<file path="config.mk">
export PLATFORM = sky130hd
export DESIGN_NAME = bcd_a_binario
export DESIGN_NICKNAME = d
export VERILOG_FILES = /design/src/rtl/bcd_a_binario_pkg.sv /design/src/rtl/bcd_mac10.sv /design/src/rtl/bcd_a_binario.sv
export SDC_FILE = /design/constraint.sdc
export NUM_CORES = 1
export LEC_CHECK = 0
export ABC_AREA = 1
export CORE_ASPECT_RATIO = 2
export CORE_MARGIN = 5
export CORE_UTILIZATION = 40
export DETAILED_ROUTE_END_ITERATION = 10
export SLEW_MARGIN = 5
export SYNTH_ARGS = -nofsm -noshare
export SYNTH_HDL_FRONTEND = slang
export SYNTH_SLANG_ARGS = --single-unit
</file>
<file path="constraint.sdc">
create_clock -name clk -period 4 [get_ports clk]
set_input_delay 0.6 -clock clk [delete_from_list [all_inputs] [get_ports clk]]
set_output_delay 0.6 -clock clk [all_outputs]
set_load 0.05 [all_outputs]
</file>
<file path="src/rtl/bcd_a_binario_pkg.sv">
// Shared definitions for the BCD-to-binary decoder: FSM encodings and digit constants.
// Optional feature macro: BCD_DIGIT_CHECK_EN (see bcd_a_binario.sv).
package bcd_a_binario_pkg;

    localparam int DIG_W = 4;
    localparam logic [DIG_W-1:0] BCD_MAX_DIGIT = 4'd9;

    typedef enum logic [1:0] {
        ST_IDLE = 2'd0,
        ST_CONV = 2'd1,
        ST_DONE = 2'd2
    } state_t;

endpackage

</file>
<file path="src/rtl/bcd_mac10.sv">
// Combinational multiply-by-ten-and-add step: out = acc*10 + digit.
// acc*10 is built from two shifts so no multiplier is inferred.
module bcd_mac10
    import bcd_a_binario_pkg::*;
#(
    parameter int WBIN = 20
) (
    input  logic [WBIN-1:0]  acc,
    input  logic [DIG_W-1:0] digit,
    output logic [WBIN-1:0]  out
);

    // Keeping only the low WBIN bits of the sum is identical to computing it
    // WBIN+4 wide and truncating, since addition is exact modulo 2^WBIN.
    assign out = (acc << 3) + (acc << 1) + {{(WBIN-DIG_W){1'b0}}, digit};

endmodule

</file>
<file path="src/rtl/bcd_a_binario.sv">
// Sequential BCD-to-binary decoder, MSD first, one digit per clock, start/busy/done handshake.
// Define BCD_DIGIT_CHECK_EN to flag digits > 9 (err=1, bin forced to 0).
module bcd_a_binario
    import bcd_a_binario_pkg::*;
#(
    parameter int NDIG = 6,
    parameter int WBIN = 20
) (
    input  logic                  clk,
    input  logic                  rst,
    input  logic                  start,
    input  logic [DIG_W*NDIG-1:0] dbcd,
    output logic                  busy,
    output logic                  done,
    output logic [WBIN-1:0]       bin,
    output logic                  err
);

    localparam int CW = (NDIG > 1) ? $clog2(NDIG) : 1;
    localparam logic [CW-1:0] CNT_LAST = CW'(NDIG - 1);

    state_t                  state_q;
    logic [DIG_W*NDIG-1:0]   sreg_q;
    logic [WBIN-1:0]         acc_q;
    logic [WBIN-1:0]         acc_d;
    logic [CW-1:0]           cnt_q;
    logic                    busy_q;
    logic                    done_q;
    logic [WBIN-1:0]         bin_q;
    logic [DIG_W-1:0]        dig;

    assign dig = sreg_q[DIG_W*NDIG-1 -: DIG_W];

    bcd_mac10 #(.WBIN(WBIN)) u_mac (
        .acc   (acc_q),
        .digit (dig),
        .out   (acc_d)
    );

`ifdef BCD_DIGIT_CHECK_EN
    logic err_acc_q;
    logic err_q;
    logic dig_bad;
    assign dig_bad = (dig > BCD_MAX_DIGIT);
    assign err     = err_q;
`else
    assign err = 1'b0;
`endif

    always_ff @(posedge clk or posedge rst) begin
        if (rst) begin
            state_q <= ST_IDLE;
            sreg_q  <= '0;
            acc_q   <= '0;
            cnt_q   <= '0;
            busy_q  <= 1'b0;
            done_q  <= 1'b0;
            bin_q   <= '0;
`ifdef BCD_DIGIT_CHECK_EN
            err_acc_q <= 1'b0;
            err_q     <= 1'b0;
`endif
        end else begin
            done_q <= 1'b0;
            case (state_q)
                ST_IDLE: begin
                    if (start) begin
                        sreg_q  <= dbcd;
                        acc_q   <= '0;
                        cnt_q   <= '0;
                        busy_q  <= 1'b1;
`ifdef BCD_DIGIT_CHECK_EN
                        err_acc_q <= 1'b0;
`endif
                        state_q <= ST_CONV;
                    end
                end
                ST_CONV: begin
                    acc_q  <= acc_d;
                    sreg_q <= {sreg_q[DIG_W*NDIG-DIG_W-1:0], {DIG_W{1'b0}}};
                    cnt_q  <= cnt_q + CW'(1);
`ifdef BCD_DIGIT_CHECK_EN
                    err_acc_q <= err_acc_q | dig_bad;
`endif
                    if (cnt_q == CNT_LAST) begin
                        busy_q  <= 1'b0;
                        state_q <= ST_DONE;
                    end
                end
                ST_DONE: begin
                    done_q <= 1'b1;
`ifdef BCD_DIGIT_CHECK_EN
                    bin_q <= err_acc_q ? '0 : acc_q;
                    err_q <= err_acc_q;
`else
                    bin_q <= acc_q;
`endif
                    // Back-to-back: a start seen here skips IDLE entirely.
                    if (start) begin
                        sreg_q  <= dbcd;
                        acc_q   <= '0;
                        cnt_q   <= '0;
                        busy_q  <= 1'b1;
`ifdef BCD_DIGIT_CHECK_EN
                        err_acc_q <= 1'b0;
`endif
                        state_q <= ST_CONV;
                    end else begin
                        state_q <= ST_IDLE;
                    end
                end
                default: begin
                    busy_q  <= 1'b0;
                    state_q <= ST_IDLE;
                end
            endcase
        end
    end

    assign busy = busy_q;
    assign done = done_q;
    assign bin  = bin_q;

endmodule

</file>
### Yosys cells after proc, flatten, opt, wreduce, memory -nomap -nowiden

Index checks and enable logic that the tools add are counted.

* multiplexer cells: 14
* equal/unequal tests: 6
* reductions and logical operators: 6
* $add $sub $neg: 3

Operators by type and width (count)
* $pmux W24 S2: 1
* $pmux W20 S2: 1
* $mux W24: 1
* $add A20 B20 Y20: 1
* $add A20 B4 Y20: 1
* $mux W20: 1
* $pmux W2 S3: 1
* $pmux W3 S2: 1
* $reduce_and A2 Y1: 3
* $mux W1: 4
* $mux W2: 2
* $ne A2 B2 Y1 const B: 2
* $add A3 B1 Y3 const B: 1
* $eq A3 B3 Y1 const B: 1
* $mux W3: 1
* $eq A2 B1 Y1 const B: 1
* $eq A2 B2 Y1 const B: 1
* $logic_not A2 Y1: 1
* $ne A2 B1 Y1 const B: 1
* $pmux W1 S2: 1
* $reduce_bool A2 Y1: 1
* $reduce_or A2 Y1: 1

* input port bits: 27
* register bits: 71

### Longest topological paths before layout

Gate-level depths: netlist (run 1).

* word-level depth: 4
* depth in mapped cells: 15
* gate-level depth less buffers: 15

### Modules after synthesis

From an unflattened synthesis (run 1), not the netlist that was laid out.

* cells, all modules: 591
* area total of the unflattened synthesis: 4317.9 µm²

Modules (own cells, without submodules)
* bcd_a_binario: area an instance 3065.4 µm², times used 1, cells an instance 383, seq. area each 1776.7 µm²
* bcd_mac10: area an instance 1252.5 µm², times used 1, cells an instance 208, seq. area each 0.0 µm²

### Least setup slack after synthesis (run 1)

No wires, ideal clock.

* path kind: reg2reg
* from: register sreg_q[23]
* to: register acc_q[12]
* data required time: 3.917 ns
* buffers on the path: 0
* clock period less this slack: 2.090 ns
* arrival: 2.008 ns
* stages on the path, launching flop included: 14
* path slack: 1.910 ns
* path through: dfrtp_1 inv_1 fa_1 inv_1 fa_1 nand2_1 a21oi_1 nand2_1 nand2_1 nand2_1 nand2_1 nand2_1 nand2_1 o21ai_0

* word-level cells in the longest chain between the ends: 2

Ends and longest elaborated chain
* start, declared: RTL line bcd_a_binario.sv:23 `logic [DIG_W*NDIG-1:0] sreg_q;`
* start signal, assigned: RTL line bcd_a_binario.sv:80 `sreg_q <= {sreg_q[DIG_W*NDIG-DIG_W-1:0], {DIG_W{1'b0}}};`
* $add A20 B4 Y20: RTL line bcd_mac10.sv:15 `assign out = (acc << 3) + (acc << 1) + {{(WBIN-DIG_W){1'b0}}, digit};`
* $pmux W20 S2: RTL line bcd_a_binario.sv:65 `case (state_q)`
* end signal, assigned: RTL line bcd_a_binario.sv:54 `acc_q <= '0;`
* end signal, assigned: RTL line bcd_a_binario.sv:69 `acc_q <= '0;`
* end signal, assigned: RTL line bcd_a_binario.sv:79 `acc_q <= acc_d;`
* end, declared: RTL line bcd_a_binario.sv:24 `logic [WBIN-1:0] acc_q;`

No other way between the ends.
A chain may end at the register's enable or synchronous reset.

### Worst setup path after layout (run 1)

* from: register sreg_q[23]
* to: register acc_q[16]

Same word-level chain as after synthesis.

==> results of run 1 <==
metrics by stage:
stage | setup slack [ps] | hold WS (ps) | util | instances
global placement | 1670 | 455 | 0.471 | 672
CTS | 1670 | 468 | 0.504 | 688
detailed placement | 1670 | 460 | 0.471 | 672
global route | 1420 | 477 | 0.504 | 688
floorplan | 1600 | 442 | - | 505
finish | 1670 | 468 | 0.504 | 688
cells in the final DEF (no fill, tap or decap), types with 3 or more instances in the layout:
master	netlist	layout
a21oi_1	20	20
a31oi_1	20	20
and2_1	3	3
clkbuf_16	0	9
clkdlybuf4s50_1	0	48
dfrtp_1	71	71
ha_1	36	36
inv_1	41	40
inv_2	2	3
nand2_1	173	173
nand3_1	23	23
nand3b_1	4	4
nor2_1	44	44
nor3_1	3	3
o21ai_0	33	33
o22ai_1	5	5
critical path: stages (launching register included):
cell	delay, ps
dfrtp_1	340
inv_1	60
fa_1	530
inv_1	70
fa_1	440
nand2_1	100
a21oi_1	120
nand2_1	80
nand2_1	110
nand2_1	120
nand3_1	90
nand3_1	100
nand2_1	60
metal layers:
layer  part of all wire  vias to the layer above
li1                   -                     1733
met1               0.38                     1609
met2               0.57                       62
met3              0.034                       16
met4              0.024                        0
met5                  0                        -
worst max path at each step:
stage	slack [ps]	endpoint	cells past startpoint
2_1_floorplan	1600	acc_q[0]	1
3_3_place_gp	1670	acc_q[13]	8
3_5_place_dp	1670	acc_q[13]	8
4_1_cts	1670	acc_q[13]	8
5_1_grt	1420	acc_q[18]	13
6_report	1670	acc_q[16]	12
sequential cells by signal, indices dropped and copies added, names as in the netlist:
name	count
sreg_q	24
done	1
acc_q	20
busy	1
cnt_q	3
state_q	2
bin	20
cell families (layout without fill, tap and decap cells):
family,count (synthesis),in the layout,synth area share
other cells,1,1,0.000935
buf+inv,59,110,0.0602
simple gates,253,253,0.258
fa+ha+maj,38,38,0.122
xor+xnor,3,3,0.00655
compound gates,80,80,0.109
flops,71,71,0.443
layout make-up:
cell class                 count  area (sq um)  area share
multi-input combinational    375          1990       0.405
clock buffer                  11           243      0.0493
tap                          132           165      0.0336
inverter                      44           168      0.0341
clock inverter                 5          81.3      0.0165
timing repair buffer          50           495       0.101
sequential                    71          1780       0.361
==> results.tsv, run 1 <==
metric	value	unit
status	finished clean	
Worst R2R End	acc_q[16]	
cell taking the most area after synthesis	dfrtp_1	
Post-synth top flop	dfrtp_1	
io pins	50	
CTS root buf	clkbuf_16	
maximum number of pins on one net before global-route repair	65	
layout cell share with drive strength beyond 1	0.0432	
Syn Inst Count	505	
count leader, synth	nand2_1	
FP Rows	51	
Setup CP Type	reg -> reg	
setup bufs post-CTS	0	
Antenna Nets Post-Route	0	
Fmax	430	MHz
Via Count	3420	
number of antenna violations at the first check in global routing	0	
met2 Use GR	0.325	
Yosys reg bits	71	
initial DRC count	128	
# Max-Cap Violations	0	
top area cells in the synthesized netlist	dfrtp_1 44%, nand2_1 16%, ha_1 11%, nor2_1 4.1%, o21ai_0 4.1%	
Synth top area share	0.443	
GRT Util Overall	0.169	
global-route wire length before repair	16000	um
Final Hold Vio Count	0	
vias per cell	4.97	
CP Launch Type	flop	
post-route cell area	0.00492	sq mm
Ant. Diodes	0	
final-stage net count	616	
reg-to-reg startpoint	sreg_q[23]	
worst endpoint required time	4220	ps
R2R depth	12	
DIE HEIGHT	152	um
Post-synth top cells	173 x nand2_1, 71 x dfrtp_1, 44 x nor2_1	
Core Area	0.00976	sq mm
sequential-to-total area share from yosys stat	0.443	
gr busiest metal	met2	
CTS Buffer Depth	2	
total global routing overflow	0	
Post-Syn Nets	570	
# resized after CTS	0	
Die Span X	80.8	um
slew margin rel.	0.381	
worst slew pin tran	928	ps
Fin Clk Skew	4.40	ps
grt met1 use	0.174	
CP arrival	2550	ps
Worst Setup End Kind	flop	
placed instance area	0.00460	sq mm
peak fanout along the critical path	4	
cell area after synthesis	0.00401	sq mm
Synth async-reset ratio	1.00	
yosys warns	0	
Tmin final	2330	ps
number of buffers inserted during clock tree synthesis	9	
CP startpoint	sreg_q[23]	
Mean Syn Cell Area	7.94	sq um
htree depth	3	
routed length per instance	13.8	um
Hold Buf Count CTS	0	
vias in the first global route	3527	
unrepaired setup endpoints after global routing	no	
wirelength, routed	9470	um
Slew Limit Fails	0	
number of port buffers	48	
Yosys cell types	28	
register-to-register setup slack	1670	ps
final worst-path cycle share	0.582	
fill cell count	960	
TritonCTS clock tree	built	
Initial Util	0.411	
first drt pass iteration count	4	
final setup fails	0	
clock latency on the worst-skew pair	340	ps
Reg clk slew, reported paths	60	ps
met3 usage	0.0278	
Hold Crit Class	in -> async	
full die area	0.0123	sq mm
Setup TNS	0	ps
number of synthesized flops with an enable pin	0	
clock sinks	71	
area grow syn2layout	22.7	%
drt drc	0	
dpl hpwl	7090	um
routability cong.	0.827	
Power of run 1 is left out: the tool's default activity adds up to more than one toggle a clock period on the data nets, which glitch-free logic cannot reach.
==> inputs of run 2 (changes only) <==
==> constraint.sdc (replaced) <==
create_clock -name clk -period 2.4 [get_ports clk]
set_input_delay 0.36 -clock clk [delete_from_list [all_inputs] [get_ports clk]]
set_output_delay 0.36 -clock clk [all_outputs]
set_load 0.05 [all_outputs]
==> run 2 against run 1 <==
Routed wire length rose by 3.2%. Final area barely moved. Sequential share of layout area barely moved. Via count barely moved. Critical path depth rose by 1. Global-route usage rose by 0.73 points. Register-to-register slack got worse by 1500 ps.
==> results.tsv, run 2 (synthesized netlist as in run 1, its figures left out) <==
metric	value	unit	change
status	finished clean		unchanged
peak fanout along the critical path	4		unchanged
FP Rows	51		unchanged
Reg clk slew, reported paths	60	ps	about the same
Crit path top cell by count	nand2_1		unchanged
Initial Util	0.411		unchanged
Antenna Nets Post-Route	0		unchanged
slew margin rel.	0.352		was 0.381
largest register by flop count	sreg_q		unchanged
Fmax	454	MHz	was 430 MHz
most frequent cells in the layout	171 x nand2_1, 71 x dfrtp_1, 48 x clkdlybuf4s50_1		was 173 x nand2_1, 71 x dfrtp_1, 48 x clkdlybuf4s50_1
GRT Util Overall	0.177		was 0.169
DIE HEIGHT	152	um	unchanged
worst slew pin tran	970	ps	was 928 ps
io pins	50		unchanged
vias in the first global route	3470		was 3,527
worst endpoint required time	2660	ps	was 4220 ps
Fin Clk Skew	6.76	ps	was 4.40 ps
most common cell after layout, fill and taps aside	nand2_1		unchanged
Setup TNS	0	ps	unchanged
slowest cell on the critical path	fa_1		unchanged
final setup fails	0		unchanged
area grow syn2layout	22.8	%	was 22.7%
initial DRC count	201		was 128
Setup CP Type	reg -> reg		unchanged
routed length per instance	14.2	um	was 13.8 um
Slew Limit Fails	0		unchanged
first drt pass iteration count	4		unchanged
clock sinks	71		unchanged
Final Hold Vio Count	0		unchanged
clock latency on the worst-skew pair	330	ps	was 340 ps
routability cong.	0.892		was 0.827
wirelength, routed	9770	um	was 9470 um
total global routing overflow	0		unchanged
final worst-path cycle share	0.918		was 0.582
# Max-Cap Violations	0		unchanged
fill cell count	972		was 960
worst path buffer plus inverter count	2		unchanged
number of buffers inserted during clock tree synthesis	9		unchanged
number of port buffers	48		unchanged
Tmin final	2200	ps	was 2330 ps
CP peak stage delay	520	ps	was 530 ps
layout cell share with drive strength beyond 1	0.0520		was 0.0432
full die area	0.0123	sq mm	unchanged
TritonCTS clock tree	built		unchanged
CTS Buffer Depth	2		unchanged
number of antenna violations at the first check in global routing	0		unchanged
CP top delay family	adder cells		unchanged
Core Area	0.00976	sq mm	unchanged
htree depth	3		unchanged
drt drc	0		unchanged
CP Launch Type	flop		unchanged
maximum number of pins on one net before global-route repair	72		was 65
CP arrival	2460	ps	was 2550 ps
Die Span X	80.8	um	unchanged
global-route wire length before repair	16500	um	was 16,000 um
Largest register FFs	24		unchanged
Ant. Diodes	0		unchanged
Hold Crit Class	in -> async		unchanged
final-stage net count	620		was 616
Via Count	3418		was 3,420
CTS root buf	clkbuf_16		unchanged
Worst Setup End Kind	flop		unchanged
vias per cell	4.95		was 4.97
cell-by-cell listing of the critical path	inv_1 > fa_1 > inv_1 > fa_2 > nand2_2 > a21oi_4 > nand2_1 > nand2_1 > nand2_1 > nand2_1 > nand2_1 > nand2_1 > o21ai_0		was inv_1 > fa_1 > inv_1 > fa_1 > nand2_1 > a21oi_1 > nand2_1 > nand2_1 > nand2_1 > nand3_1 > nand3_1 > nand2_1
dpl hpwl	7310	um	was 7090 um
==> run 2: final timing paths <==
kind                       slack, ps       start  depth (start not counted)    endpoint
min                              420         rst                          3  sreg_q[14]
max in group asynchronous       1650         rst                          3     bin[17]
max                              200  sreg_q[23]                         13   acc_q[12]
min reg2reg                      470     bin[17]                          2     bin[17]
max reg2reg                      200  sreg_q[23]                         13   acc_q[12]
min in group clk                 470     bin[17]                          2     bin[17]
==> run 2: timing repair <==
action                                  in CTS  in global routing
resized for setup                            0                  5
buffers inserted                             0                  0
hold buffers                                 0                  0
endpoints found under the setup margin       0                  8
==> run 2: worst min-delay path, cell delays in order <==
cell and delay (ps):
clkdlybuf4s50_1 410, inv_2 70, buf_12 310
==> run 2: layout make-up <==
cell class | count | area [sq um] | area share
clock buffer | 13 | 260 | 0.0528
clock inverter | 1 | 5.00 | 0.00102
inverter | 44 | 168 | 0.0340
multi-input combinational | 375 | 2010 | 0.409
sequential | 71 | 1780 | 0.361
tap | 132 | 165 | 0.0335
timing repair buffer | 54 | 538 | 0.109
==> run 2: per-stage QoR <==
step / instances / utilization / worst slack (ps) / hold WS, ps / cell area, sq um
after CTS: 690 / 0.502 / 136 / 443 / 4910
after floorplan: 505 / - / 243 / 442 / 4010
after global placement: 676 / 0.475 / 167 / 455 / 4640
after detailed placement: 676 / 0.475 / 132 / 459 / 4640
after global routing: 690 / 0.504 / -13.0 / 477 / 4920
final: 690 / 0.504 / 197 / 417 / 4920
==> run 2: metal layers <==
metal,up-vias,wire length (um),global-route usage
li1,1740,-,-
met1,1598,3770,0.184
met2,66,5500,0.339
met3,14,299,0.0367
met4,0,208,0.0609
met5,-,0,0
Power of run 2 is left out for the same reason.
==> inputs of run 3 (changes only) <==
--- a/config.mk
+++ b/config.mk
@@ -10,6 +10,7 @@
 export CORE_MARGIN = 5
 export CORE_UTILIZATION = 40
 export DETAILED_ROUTE_END_ITERATION = 10
+export SKIP_LAST_GASP = 1
 export SLEW_MARGIN = 5
 export SYNTH_ARGS = -nofsm -noshare
 export SYNTH_HDL_FRONTEND = slang
==> run 3 against run 2 <==
Via count fell by 0.47%. Final area fell by 0.15%. Setup slack improved by 11 ps. Cell count did not move. Core utilization fell by 0.077 points. First-iteration DRC count fell by 6.0%. Hold slack barely moved. Flip-flop and latch count did not move. Die area did not move. Global-route usage did not move. Critical path depth did not move. Fmax rose by 0.51%. Critical path type unchanged. Critical endpoint unchanged. Largest cell class unchanged.
==> results.tsv, run 3 (synthesized netlist as in run 1, its figures left out) <==
metric	value	unit	change
status	finished clean		unchanged
most frequent cells in the layout	171 x nand2_1, 71 x dfrtp_1, 48 x clkdlybuf4s50_1		unchanged
routability cong.	0.892		unchanged
layout cell share with drive strength beyond 1	0.0520		unchanged
Fin Clk Skew	5.75	ps	was 6.76 ps
clock latency on the worst-skew pair	330	ps	about the same
final worst-path cycle share	0.913		was 0.918
Hold Crit Class	in -> async		unchanged
global-route wire length before repair	16500	um	unchanged
number of buffers inserted during clock tree synthesis	9		unchanged
htree depth	3		unchanged
placed cells	676		unchanged
CTS Buffer Depth	2		unchanged
routed length per instance	14.0	um	was 14.2 um
unrepaired setup endpoints after global routing	yes		
area grow syn2layout	22.6	%	was 22.8%
final-stage net count	620		unchanged
first drt pass iteration count	4		unchanged
number of antenna violations at the first check in global routing	0		unchanged
total global routing overflow	0		unchanged
GRT Util Overall	0.177		unchanged
dpl hpwl	7310	um	unchanged
TritonCTS clock tree	built		unchanged
worst endpoint required time	2660	ps	about the same
Initial Util	0.411		unchanged
Largest register FFs	24		unchanged
# Max-Cap Violations	0		unchanged
vias per cell	4.93		was 4.95
CP arrival	2450	ps	was 2460 ps
slowest cell on the critical path	fa_1		unchanged
Setup CP Type	reg -> reg		unchanged
pre-CTS WS	132	ps	unchanged
Final Hold Vio Count	0		unchanged
number of port buffers	48		unchanged
fill cell count	975		was 972
placed instance area	0.00464	sq mm	unchanged
FP Rows	51		unchanged
Tmin final	2190	ps	was 2200 ps
vias in the first global route	3470		unchanged
CP peak stage delay	500	ps	was 520 ps
slew margin rel.	0.355		was 0.352
Cell Count, Final, Fillers Out	690		unchanged
CP Launch Type	flop		unchanged
Reg clk slew, reported paths	60	ps	about the same
worst slew pin tran	966	ps	was 970 ps
full die area	0.0123	sq mm	unchanged
Setup TNS	0	ps	unchanged
Fmax	456	MHz	was 454 MHz
Antenna Nets Post-Route	0		unchanged
Slew Limit Fails	0		unchanged
cell-by-cell listing of the critical path	inv_1 > fa_1 > inv_1 > fa_2 > nand2_2 > a21oi_2 > nand2_1 > nand2_1 > nand2_1 > nand2_1 > nand2_1 > nand2_1 > o21ai_0		was inv_1 > fa_1 > inv_1 > fa_2 > nand2_2 > a21oi_4 > nand2_1 > nand2_1 > nand2_1 > nand2_1 > nand2_1 > nand2_1 > o21ai_0
Worst Setup End Kind	flop		unchanged
Via Count	3402		was 3,418
maximum number of pins on one net before global-route repair	72		unchanged
largest register by flop count	sreg_q		unchanged
Hold Buf Count CTS	0		unchanged
Ant. Diodes	0		unchanged
final setup fails	0		unchanged
io pins	50		unchanged
wirelength, routed	9680	um	was 9770 um
clock sinks	71		unchanged
post-route cell area	0.00492	sq mm	about the same
Crit path top cell by count	nand2_1		unchanged
initial DRC count	189		was 201
reg-to-reg startpoint	acc_q[0]		was sreg_q[23]
most common cell after layout, fill and taps aside	nand2_1		unchanged
CTS root buf	clkbuf_16		unchanged
Core Area	0.00976	sq mm	unchanged
Die Span X	80.8	um	unchanged
CP startpoint	acc_q[0]		was sreg_q[23]
setup ws final	208	ps	was 197 ps
drt drc	0		unchanged
DIE HEIGHT	152	um	unchanged
peak fanout along the critical path	4		unchanged
## run 3: cell counts in the layout (fill, tap and decap cells not counted)
Identical to the previous run, type by type.
## run 3: routing by layer
metal  up-vias  global-route usage  routed length (um)
met2        62               0.339                5460
met5         -                   0                   0
met4         0              0.0609                 208
li1       1740                   -                   -
met1      1587               0.184                3700
met3        13              0.0367                 315
## run 3: area by class of cell
class / instances / area, sq um / area share
multi-input cells: 375 / 2000 / 0.408
flip-flops and latches: 71 / 1780 / 0.361
clock inverters: 1 / 5.00 / 0.00102
clock buffers: 13 / 260 / 0.0529
inverters: 44 / 168 / 0.0341
repair buffers: 54 / 538 / 0.109
well taps: 132 / 165 / 0.0336
## run 3: through the flow
step	hold WS [ps]	utilization
global placement	455	0.475
global route	477	0.504
floorplan	442	-
finish	418	0.504
detailed placement	459	0.475
CTS	443	0.502
## run 3: worst max-delay path: cells and delay by family (launching register included)
kind,cells,cell delay (ps)
DFF,1,340
and+or+nand+nor,7,480
AOI/OAI and AO/OA,2,220
adders and majority gates,2,900
buffers and inverters,2,150
## run 3: what timing repair did
item | in CTS | in global routing
resized for setup | 0 | 4
setup buffers | 0 | 0
setup endpoints to repair | 0 | 8
## run 3: worst paths after layout
path | endpoint | slack [ps] | depth (start not counted)
min in group clk | bin[17] | 470 | 2
worst max register to register | acc_q[12] | 210 | 13
max in group asynchronous | bin[17] | 1650 | 3
worst min register to register | bin[17] | 470 | 2
worst max-delay path | acc_q[12] | 210 | 13
worst min-delay path | sreg_q[14] | 420 | 3
Power of run 3 is left out for the same reason.
